### src/rtl/dmem_port_arbiter_pkg.sv
// Shared types for the data-memory port arbiter: FSM state encoding and requester ids.
package dmem_arb_pkg;

    typedef enum logic [1:0] {
        IDLE       = 2'd0,
        CPU_OWN    = 2'd1,
        DBG_OWN    = 2'd2,
        DBG_LOCKED = 2'd3
    } arb_state_e;

    localparam logic RID_CPU = 1'b0;
    localparam logic RID_DBG = 1'b1;

    // Width of the debug anti-starvation counter; MAX_WAIT must fit (1..15).
    localparam int CNT_W = 4;

endpackage

### src/rtl/dmem_port_arbiter_if.sv
// One requester port of the data-memory arbiter (CPU load/store or debug/loader).
interface dmem_req_if #(
    parameter int ADDR_W = 32,
    parameter int DATA_W = 32
);
    logic                  req;
    logic                  we;
    logic [DATA_W/8-1:0]   be;
    logic [ADDR_W-1:0]     addr;
    logic [DATA_W-1:0]     wdata;
    logic                  gnt;
    logic                  stall;
    logic                  rvalid;
    logic [DATA_W-1:0]     rdata;

    modport master (
        output req, we, be, addr, wdata,
        input  gnt, stall, rvalid, rdata
    );

    modport slave (
        input  req, we, be, addr, wdata,
        output gnt, stall, rvalid, rdata
    );
endinterface

### src/rtl/dmem_port_arbiter.sv
// Shares the single-port data memory between the CPU port (priority) and the debug/loader port,
// with an anti-starvation counter and a debug burst lock.
//
//   state      | meaning
//   IDLE       | no owner; CPU has priority unless debug has waited MAX_WAIT cycles
//   CPU_OWN    | CPU was granted last cycle; same arbitration rules as IDLE
//   DBG_OWN    | debug was granted last cycle (single access); CPU retakes priority
//   DBG_LOCKED | debug burst: debug granted every cycle while dbg_lock, CPU stalled
module dmem_port_arbiter
    import dmem_arb_pkg::*;
#(
    parameter int ADDR_W   = 32,
    parameter int DATA_W   = 32,
    parameter int DM_DEPTH = 256,
    parameter int MAX_WAIT = 4,
    localparam int BE_W    = DATA_W / 8,
    localparam int IDX_W   = $clog2(DM_DEPTH)
) (
    input  logic              clk,
    input  logic              reset,
    dmem_req_if.slave         cpu,
    dmem_req_if.slave         dbg,
    input  logic              dbg_lock,
    output logic              addr_err,
    output logic              mem_en,
    output logic              mem_we,
    output logic [BE_W-1:0]   mem_be,
    output logic [IDX_W-1:0]  mem_addr,
    output logic [DATA_W-1:0] mem_wdata,
    input  logic [DATA_W-1:0] mem_rdata
);

    localparam logic [CNT_W-1:0]  MAX_WAIT_C = CNT_W'(MAX_WAIT);
    localparam logic [ADDR_W-3:0] DEPTH_C    = (ADDR_W-2)'(DM_DEPTH);

    arb_state_e        state_q, state_d;
    logic [CNT_W-1:0]  wait_cnt_q, wait_cnt_d;
    logic              rvalid_q, rvalid_d;
    logic              rsel_q, rsel_d;
    logic              rerr_q, rerr_d;

    logic              cpu_gnt_c, dbg_gnt_c, any_gnt;
    logic              force_dbg;
    logic              cpu_oor, dbg_oor;
    logic              win_we, win_oor;
    logic [BE_W-1:0]   win_be;
    logic [ADDR_W-1:0] win_addr;
    logic [DATA_W-1:0] win_wdata;
    logic              unused_addr_lsbs;

    assign unused_addr_lsbs = ^{cpu.addr[1:0], dbg.addr[1:0]};

    // Range check uses the full word address so indices beyond the memory are caught.
    assign cpu_oor   = cpu.addr[ADDR_W-1:2] >= DEPTH_C;
    assign dbg_oor   = dbg.addr[ADDR_W-1:2] >= DEPTH_C;
    assign force_dbg = dbg.req && (wait_cnt_q == MAX_WAIT_C);

    always_comb begin
        cpu_gnt_c = 1'b0;
        dbg_gnt_c = 1'b0;
        state_d   = state_q;
        case (state_q)
            DBG_LOCKED: begin
                if (dbg.req && dbg_lock) begin
                    dbg_gnt_c = 1'b1;
                    state_d   = DBG_LOCKED;
                end else begin
                    dbg_gnt_c = dbg.req && !cpu.req;
                    state_d   = IDLE;
                end
            end
            default: begin
                if (force_dbg || (dbg.req && !cpu.req)) begin
                    dbg_gnt_c = 1'b1;
                    state_d   = dbg_lock ? DBG_LOCKED : DBG_OWN;
                end else if (cpu.req) begin
                    cpu_gnt_c = 1'b1;
                    state_d   = CPU_OWN;
                end else begin
                    state_d   = IDLE;
                end
            end
        endcase
        // Nothing leaves the arbiter during the reset cycle.
        if (reset) begin
            cpu_gnt_c = 1'b0;
            dbg_gnt_c = 1'b0;
        end
    end

    always_comb begin
        wait_cnt_d = wait_cnt_q;
        if (!dbg.req || dbg_gnt_c) begin
            wait_cnt_d = '0;
        end else if (wait_cnt_q < MAX_WAIT_C) begin
            wait_cnt_d = wait_cnt_q + 1'b1;
        end
    end

    always_comb begin
        any_gnt   = cpu_gnt_c || dbg_gnt_c;
        win_we    = dbg_gnt_c ? dbg.we    : cpu.we;
        win_be    = dbg_gnt_c ? dbg.be    : cpu.be;
        win_addr  = dbg_gnt_c ? dbg.addr  : cpu.addr;
        win_wdata = dbg_gnt_c ? dbg.wdata : cpu.wdata;
        win_oor   = dbg_gnt_c ? dbg_oor   : cpu_oor;

        mem_en    = any_gnt && !win_oor;
        mem_we    = mem_en && win_we;
        mem_be    = mem_we ? win_be : '0;
        mem_addr  = mem_en ? win_addr[2 +: IDX_W] : '0;
        mem_wdata = mem_we ? win_wdata : '0;
        addr_err  = any_gnt && win_oor;

        rvalid_d  = any_gnt && !win_we;
        rsel_d    = dbg_gnt_c ? RID_DBG : RID_CPU;
        rerr_d    = win_oor;
    end

    always_ff @(posedge clk) begin
        if (reset) begin
            state_q    <= IDLE;
            wait_cnt_q <= '0;
            rvalid_q   <= 1'b0;
            rsel_q     <= RID_CPU;
            rerr_q     <= 1'b0;
        end else begin
            state_q    <= state_d;
            wait_cnt_q <= wait_cnt_d;
            rvalid_q   <= rvalid_d;
            rsel_q     <= rsel_d;
            rerr_q     <= rerr_d;
        end
    end

    always_comb begin
        cpu.gnt    = cpu_gnt_c;
        dbg.gnt    = dbg_gnt_c;
        cpu.stall  = !reset && cpu.req && !cpu_gnt_c;
        dbg.stall  = !reset && dbg.req && !dbg_gnt_c;
        cpu.rvalid = !reset && rvalid_q && (rsel_q == RID_CPU);
        dbg.rvalid = !reset && rvalid_q && (rsel_q == RID_DBG);
        // Out-of-range reads complete with zero data instead of stale memory output.
        cpu.rdata  = (cpu.rvalid && !rerr_q) ? mem_rdata : '0;
        dbg.rdata  = (dbg.rvalid && !rerr_q) ? mem_rdata : '0;
    end

endmodule

### src/flat_wrapper.sv
// flat-port wrapper written by rule: the top's interface ports become plain ports
module dmem_port_arbiter_flat import dmem_arb_pkg::*;
#(
    parameter int ADDR_W   = 32,
    parameter int DATA_W   = 32,
    parameter int DM_DEPTH = 256,
    parameter int MAX_WAIT = 4,
    localparam int BE_W    = DATA_W / 8,
    localparam int IDX_W   = $clog2(DM_DEPTH)
)
  (clk, reset, dbg_lock, addr_err, mem_en, mem_we, mem_be, mem_addr, mem_wdata, mem_rdata, cpu_req, cpu_we, cpu_be, cpu_addr, cpu_wdata, cpu_gnt, cpu_stall, cpu_rvalid, cpu_rdata, dbg_req, dbg_we, dbg_be, dbg_addr, dbg_wdata, dbg_gnt, dbg_stall, dbg_rvalid, dbg_rdata);
  dmem_req_if #(.ADDR_W(ADDR_W), .DATA_W(DATA_W)) cpu_i ();
  dmem_req_if #(.ADDR_W(ADDR_W), .DATA_W(DATA_W)) dbg_i ();
  input  logic clk;
  input  logic reset;
  input  logic dbg_lock;
  output logic addr_err;
  output logic mem_en;
  output logic mem_we;
  output logic [BE_W-1:0] mem_be;
  output logic [IDX_W-1:0] mem_addr;
  output logic [DATA_W-1:0] mem_wdata;
  input  logic [DATA_W-1:0] mem_rdata;
  input wire logic [$bits(cpu_i.req)-1:0] cpu_req;
  input wire logic [$bits(cpu_i.we)-1:0] cpu_we;
  input wire logic [$bits(cpu_i.be)-1:0] cpu_be;
  input wire logic [$bits(cpu_i.addr)-1:0] cpu_addr;
  input wire logic [$bits(cpu_i.wdata)-1:0] cpu_wdata;
  output wire logic [$bits(cpu_i.gnt)-1:0] cpu_gnt;
  output wire logic [$bits(cpu_i.stall)-1:0] cpu_stall;
  output wire logic [$bits(cpu_i.rvalid)-1:0] cpu_rvalid;
  output wire logic [$bits(cpu_i.rdata)-1:0] cpu_rdata;
  input wire logic [$bits(dbg_i.req)-1:0] dbg_req;
  input wire logic [$bits(dbg_i.we)-1:0] dbg_we;
  input wire logic [$bits(dbg_i.be)-1:0] dbg_be;
  input wire logic [$bits(dbg_i.addr)-1:0] dbg_addr;
  input wire logic [$bits(dbg_i.wdata)-1:0] dbg_wdata;
  output wire logic [$bits(dbg_i.gnt)-1:0] dbg_gnt;
  output wire logic [$bits(dbg_i.stall)-1:0] dbg_stall;
  output wire logic [$bits(dbg_i.rvalid)-1:0] dbg_rvalid;
  output wire logic [$bits(dbg_i.rdata)-1:0] dbg_rdata;
  assign cpu_i.req = cpu_req;
  assign cpu_i.we = cpu_we;
  assign cpu_i.be = cpu_be;
  assign cpu_i.addr = cpu_addr;
  assign cpu_i.wdata = cpu_wdata;
  assign cpu_gnt = cpu_i.gnt;
  assign cpu_stall = cpu_i.stall;
  assign cpu_rvalid = cpu_i.rvalid;
  assign cpu_rdata = cpu_i.rdata;
  assign dbg_i.req = dbg_req;
  assign dbg_i.we = dbg_we;
  assign dbg_i.be = dbg_be;
  assign dbg_i.addr = dbg_addr;
  assign dbg_i.wdata = dbg_wdata;
  assign dbg_gnt = dbg_i.gnt;
  assign dbg_stall = dbg_i.stall;
  assign dbg_rvalid = dbg_i.rvalid;
  assign dbg_rdata = dbg_i.rdata;
  dmem_port_arbiter #(.ADDR_W(ADDR_W), .DATA_W(DATA_W), .DM_DEPTH(DM_DEPTH), .MAX_WAIT(MAX_WAIT)) u_core (.clk(clk), .reset(reset), .cpu(cpu_i), .dbg(dbg_i), .dbg_lock(dbg_lock), .addr_err(addr_err), .mem_en(mem_en), .mem_we(mem_we), .mem_be(mem_be), .mem_addr(mem_addr), .mem_wdata(mem_wdata), .mem_rdata(mem_rdata));
endmodule
### config.mk
export PLATFORM = sky130hd
export DESIGN_NAME = dmem_port_arbiter_flat
export DESIGN_NICKNAME = d
export VERILOG_FILES = /design/src/rtl/dmem_port_arbiter_pkg.sv /design/src/rtl/dmem_port_arbiter_if.sv /design/src/rtl/dmem_port_arbiter.sv /design/src/flat_wrapper.sv
export SDC_FILE = /design/constraint.sdc
export NUM_CORES = 1
export LEC_CHECK = 0
export BUFFER_PORTS_ARGS = -buffer_cell sky130_fd_sc_hd__buf_4
export CAP_MARGIN = 20
export CELL_PAD_IN_SITES_DETAIL_PLACEMENT = 0
export CELL_PAD_IN_SITES_GLOBAL_PLACEMENT = 2
export CORE_MARGIN = 1.5
export CORE_UTILIZATION = 10
export CTS_CLUSTER_DIAMETER = 150
export DETAILED_ROUTE_END_ITERATION = 10
export HOLD_SLACK_MARGIN = 0.12
export PLACE_DENSITY_LB_ADDON = 0.1
export SLEW_MARGIN = 10
export SYNTH_ARGS = -nofsm -noshare
export SYNTH_HDL_FRONTEND = slang
export SYNTH_SLANG_ARGS = --single-unit
### constraint.sdc
create_clock -name clk -period 2.2 [get_ports clk]
set_input_delay 0.44 -clock clk [delete_from_list [all_inputs] [get_ports clk]]
set_output_delay 0.44 -clock clk [all_outputs]
set_load 0.02 [all_outputs]
# Yosys cells after proc, flatten, opt, wreduce, memory -nomap -nowiden
# Cells that the tools add are included.
[word_totals]
ff_bits = 9
latch_bits = 0
ram_bits = 0
mem_bits_ro = 0
in_bits = 175
out_inout_bits = 117
wordCells = 64
memories = 0
[op_classes]
n_addsub = 1
mul = 0
div = 0
n_lt_le_gt_ge = 3
n_eq_ne = 2
n_shift = 0
mux = 24
bitwise = 1
reduce_logical = 28
[ops]
columns = ["operator", "n"]
rows = [
  ["$mux W32", 4],
  ["$ge A30 B9 Y1 const B", 2],
  ["$logic_and A1 B1 Y1", 16],
  ["$mux W1", 13],
  ["$mux W10", 1],
  ["$logic_not A1 Y1", 8],
  ["$mux W4", 2],
  ["$mux W8", 1],
  ["$mux W2", 3],
  ["$add A4 B1 Y4 const B", 1],
  ["$eq A4 B3 Y1 const B", 1],
  ["$lt A4 B3 Y1 const B", 1],
  ["$logic_or A1 B1 Y1", 3],
  ["$eq A2 B2 Y1 const B", 1],
  ["$reduce_or A2 Y1", 1],
  ["$not A1 Y1", 1],
]

# Depth between registers and ports, before layout
[logic_depth]
depth_word = 11
mapped_depth = 9
ltp_nobuf = 7

# Worst setup path before layout
# No wires, ideal clock.
[synth_timing]
kind = "input to output"
startpoint = "input dbg_addr[17]"
endpoint = "output mem_be[0]"
t_arrival_ps = 1894
setup_slack_ps = -134
cell_stages = 5
n_path_buf = 1
path_cell_list = "or4_4 > nor4_4 > nor2_4 > buf_6 > o2bb2ai_1"
[synth_via]
elab_chain_cells = 6
[synth_rtl]
columns = ["item", "line_no", "source"]
rows = [
  ["from (decl)", "flat_wrapper.sv:36", "input wire logic [$bits(dbg_i.addr)-1:0] dbg_addr;"],
  ["$ge A30 B9 Y1", "dmem_port_arbiter.sv:55", "assign dbg_oor = dbg.addr[ADDR_W-1:2] >= DEPTH_C;"],
  ["$mux W1", "dmem_port_arbiter.sv:106", "win_oor = dbg_gnt_c ? dbg_oor : cpu_oor;"],
  ["$logic_not A1 Y1", "dmem_port_arbiter.sv:108", "mem_en = any_gnt && !win_oor;"],
  ["$logic_and A1 B1 Y1", "dmem_port_arbiter.sv:108", ""],
  ["$logic_and A1 B1 Y1", "dmem_port_arbiter.sv:109", "mem_we = mem_en && win_we;"],
  ["$mux W4", "dmem_port_arbiter.sv:110", "mem_be = mem_we ? win_be : '0;"],
  ["to (decl)", "flat_wrapper.sv:20", "output logic [BE_W-1:0] mem_be;"],
]
# No other way between the ends.

# Worst setup path after layout
[layout_timing]
startpoint = "register u_core.wait_cnt_q[1]"
endpoint = "output mem_wdata[27]"
[layout_via]
elab_chain_cells = 11
[layout_rtl]
columns = ["item", "line_no", "source"]
rows = [
  ["from (decl)", "dmem_port_arbiter.sv:37", "logic [CNT_W-1:0] wait_cnt_q, wait_cnt_d;"],
  ["from (signal assigned)", "dmem_port_arbiter.sv:129", "wait_cnt_q <= wait_cnt_d;"],
  ["$eq A4 B3 Y1 *", "dmem_port_arbiter.sv:56", "assign force_dbg = dbg.req && (wait_cnt_q == MAX_WAIT_C);"],
  ["$logic_and A1 B1 Y1 *", "dmem_port_arbiter.sv:56", ""],
  ["$logic_or A1 B1 Y1 *", "dmem_port_arbiter.sv:73", "if (force_dbg || (dbg.req && !cpu.req)) begin"],
  ["$mux W1", "dmem_port_arbiter.sv:73", ""],
  ["$mux W1", "dmem_port_arbiter.sv:62", "case (state_q)"],
  ["$mux W1", "dmem_port_arbiter.sv:85", "if (reset) begin"],
  ["$mux W1", "dmem_port_arbiter.sv:106", ""],
  ["$logic_not A1 Y1", "dmem_port_arbiter.sv:108", ""],
  ["$logic_and A1 B1 Y1", "dmem_port_arbiter.sv:108", ""],
  ["$logic_and A1 B1 Y1", "dmem_port_arbiter.sv:109", ""],
  ["$mux W32 *", "dmem_port_arbiter.sv:112", "mem_wdata = mem_we ? win_wdata : '0;"],
  ["to (decl)", "flat_wrapper.sv:22", "output logic [DATA_W-1:0] mem_wdata;"],
]
# Mark *: on every way between the ends. The rest lies on a longest branch, timed or not.

==> results.toml <==
[status]
outcome = "complete, but fails checks"
violations = "setup timing"

[logic_synthesis]
yosysSeqAreaShare_pct = 10.6
synth_edf_count = 0
async_reset_ff_share_pct = 0
synthCells = 241
synth.most_common_cell = "and2_1"
ys_ff_latch = 9
synth.distinct_cells = 37
synth_flop_cell = "dfxtp_1"
ys_top_cells_by_area = "and2_1, o2bb2ai_1, nand3_1"
netlist_area_sq_um = 1710
yosysTopAreaCell = "and2_1"
ys_top_cells_by_count = "and2_1, nand3_1, o2bb2ai_1, clkbuf_1"
yosys.area.top_type_share_pct = 23.8
synth_nets = 418
syn_avg_cell_area_sq_um = 7.08
yosysWarnings = 0

[floorplanning]
die_w_um = 134
dieArea_sq_um = 17900
rows = 47
die_y_um = 134
core_area_sq_um = 16600
pin_count = 292
initial_core_util_pct = 10.3

[worst_setup_path]
arrival_ns = 2.08
cp.required_ns = 1.76
critPathTopFamily = "simple AND/OR/NAND/NOR gates"
cp_slowest_stage_delay_ns = 0.32
critPathBufInv = 5
path_cells = "inv_2 -> ha_4 -> nand4b_1 -> buf_4 -> nand3_4 -> nor3_4 -> and2_4 -> buf_12 -> buf_16 -> o2bb2ai_4 -> buf_6"
worstSetupPathType = "flip-flop to output port"
critPathSlowestCell = "dfxtp_2"
cp-end-kind = "output port"
cp-start-kind = "flip-flop"
cp_max_fo = 4
rrSetupSlack_ns = 0.25

[placement]
place.gp.congestion = 0.766
portBuffers = 287
place_area_sq_um = 4500
post-dp-hpwl_mm = 9.29
placedCellCount = 754

[power]
p_per_area_nw_per_um2 = 174
power.switching_w = 0.000237
clockPowerShare_pct = 35.3
peakVddDrop_uv = 141
p_total_w = 0.000917
seqPwrFrac_pct = 18.9
power_frac_comb_pct = 45.8
p_int_w = 0.000680
p_sw_share_pct = 25.9
p_leak_nw = 2.45

[drt]
first_pass_iters = 4
vias = 3082
antenna_left = 0
wl_per_cell_um = 15.4
drt-total-wl_mm = 12.0
via_per_inst = 3.98
route.detailed.drc = 0
drt_iter0_drc = 34

[sta]
tightest_slew_ns = 0.419
rsz0062_at_grt = "yes"
hold_viol = 0
fin_ws_ns = -0.317
period_minus_slack_ns = 2.52
finClkSkew_ns = 0.00231
setup_tns_ns = -12.79
timing.fmax_mhz = 397
max_slew_margin_pct = 72.1
slew_violations = 0
timing.final.crit_share_pct = 114
setup_viol = 48

[final_layout]
nets = 733
finalInstanceArea_sq_um = 5260
syn2layout_area_growth_pct = 208
drive_gt1_share_pct = 72.6
post-route-util_pct = 31.6
diodes = 0
final_cells = 775

[min_path]
hold_path.class = "input port to flip-flop"

[global_routing]
grt_pass1_wl_mm = 17.1
grt_max_degree = 39
antenna_found_initial = 0
grt_pass1_vias = 3178
grt_use_total_pct = 12.2
grt_overflow = 0

[clock_tree]
clock-sinks = 9
clk_pin_slew_worst_paths_ns = 0.04
clockBufferDepth = 2
clk_latency_ns = 0.24
h-tree-depth = 1
cts-root-buf = "clkbuf_16"
cts_buffers = 3
cts_tree = "done"

[run]
cap_viol_max_count = 0
==> final cells by class <==
class                      count  area (sq um)
multi-input combinational    203          1810
inverter                       7          26.3
fill                        1767         11400
tap                          220           275
sequential                     9           183
timing repair buffer         332          2890
clock buffer                   4          78.8
==> layout by cell type, fill, tap and decap left out, types with 3 or more instances in the layout <==
master,count
a22o_2,3
a22o_4,5
buf_16,4
dfxtp_1,7
nor4_1,4
buf_4,271
inv_1,5
buf_6,46
and2_4,3
nor2_1,7
nand4_1,4
a21oi_1,3
buf_12,9
nand2_1,5
o2bb2ai_4,6
and2_1,64
clkbuf_16,5
nor4_2,5
nor2b_1,3
nand3_1,35
o2bb2ai_2,29
==> cell families after synthesis <==
family	synth area share, %
xor gates and xnor gates	0.513
adders and majority gates	1.47
and+or+nand+nor	49.8
buffers and inverters	9.38
AOI/OAI and AO/OA	28.3
DFF	10.6
==> sequential cells by signal, indices dropped and copies added, names as in the netlist <==
name               count
u_core.wait_cnt_q      4
u_core.state_q         2
u_core.rerr_q          1
u_core.rsel_q          1
u_core.rvalid_q        1
==> through the flow <==
stage	hold WS, ns	worst slack, ns
6_report	0.394	-0.317
5_1_grt	0.409	-0.409
4_1_cts	0.391	-0.313
3_5_place_dp	0.572	-0.497
3_3_place_gp	0.568	-0.427
2_1_floorplan	0.448	-0.0422
==> worst paths after layout <==
kind                                           start  cells after the start                    to
worst max-delay path            u_core.wait_cnt_q[1]                     11         mem_wdata[27]
worst min-delay path                          cpu_we                      2       u_core.rvalid_q
worst max register to register  u_core.wait_cnt_q[1]                     12         u_core.rerr_q
worst min register to register  u_core.wait_cnt_q[3]                      3  u_core.wait_cnt_q[3]
==> per-layer routing <==
metal / share of wire, % / GRT usage [%] / up-vias
met5: 0 / 0 / -
met4: 1.5 / 2.60 / 0
met3: 8.8 / 2.97 / 12
met2: 56 / 25.4 / 177
met1: 33 / 11.9 / 1378
li1: - / - / 1515
==> what timing repair did <==
item	CTS	global route
setup buffers	9	2
pin swaps	4	9
hold buffers	0	0
endpoints found under the setup margin	48	48
resized for setup	68	23
cloned	4	3
==> power by group through the flow <==
stage	combinational [W]	sequential [W]	clock, W
2_1_floorplan	0.0000774	0.000176	0
3_3_place_gp	0.000381	0.000176	0
3_5_place_dp	0.000383	0.000176	0
4_1_cts	0.000406	0.000174	0.000330
5_1_grt	0.000452	0.000174	0.000335
6_report	0.000420	0.000174	0.000323
No activity file was read; power rests on OpenSTA's default activity.
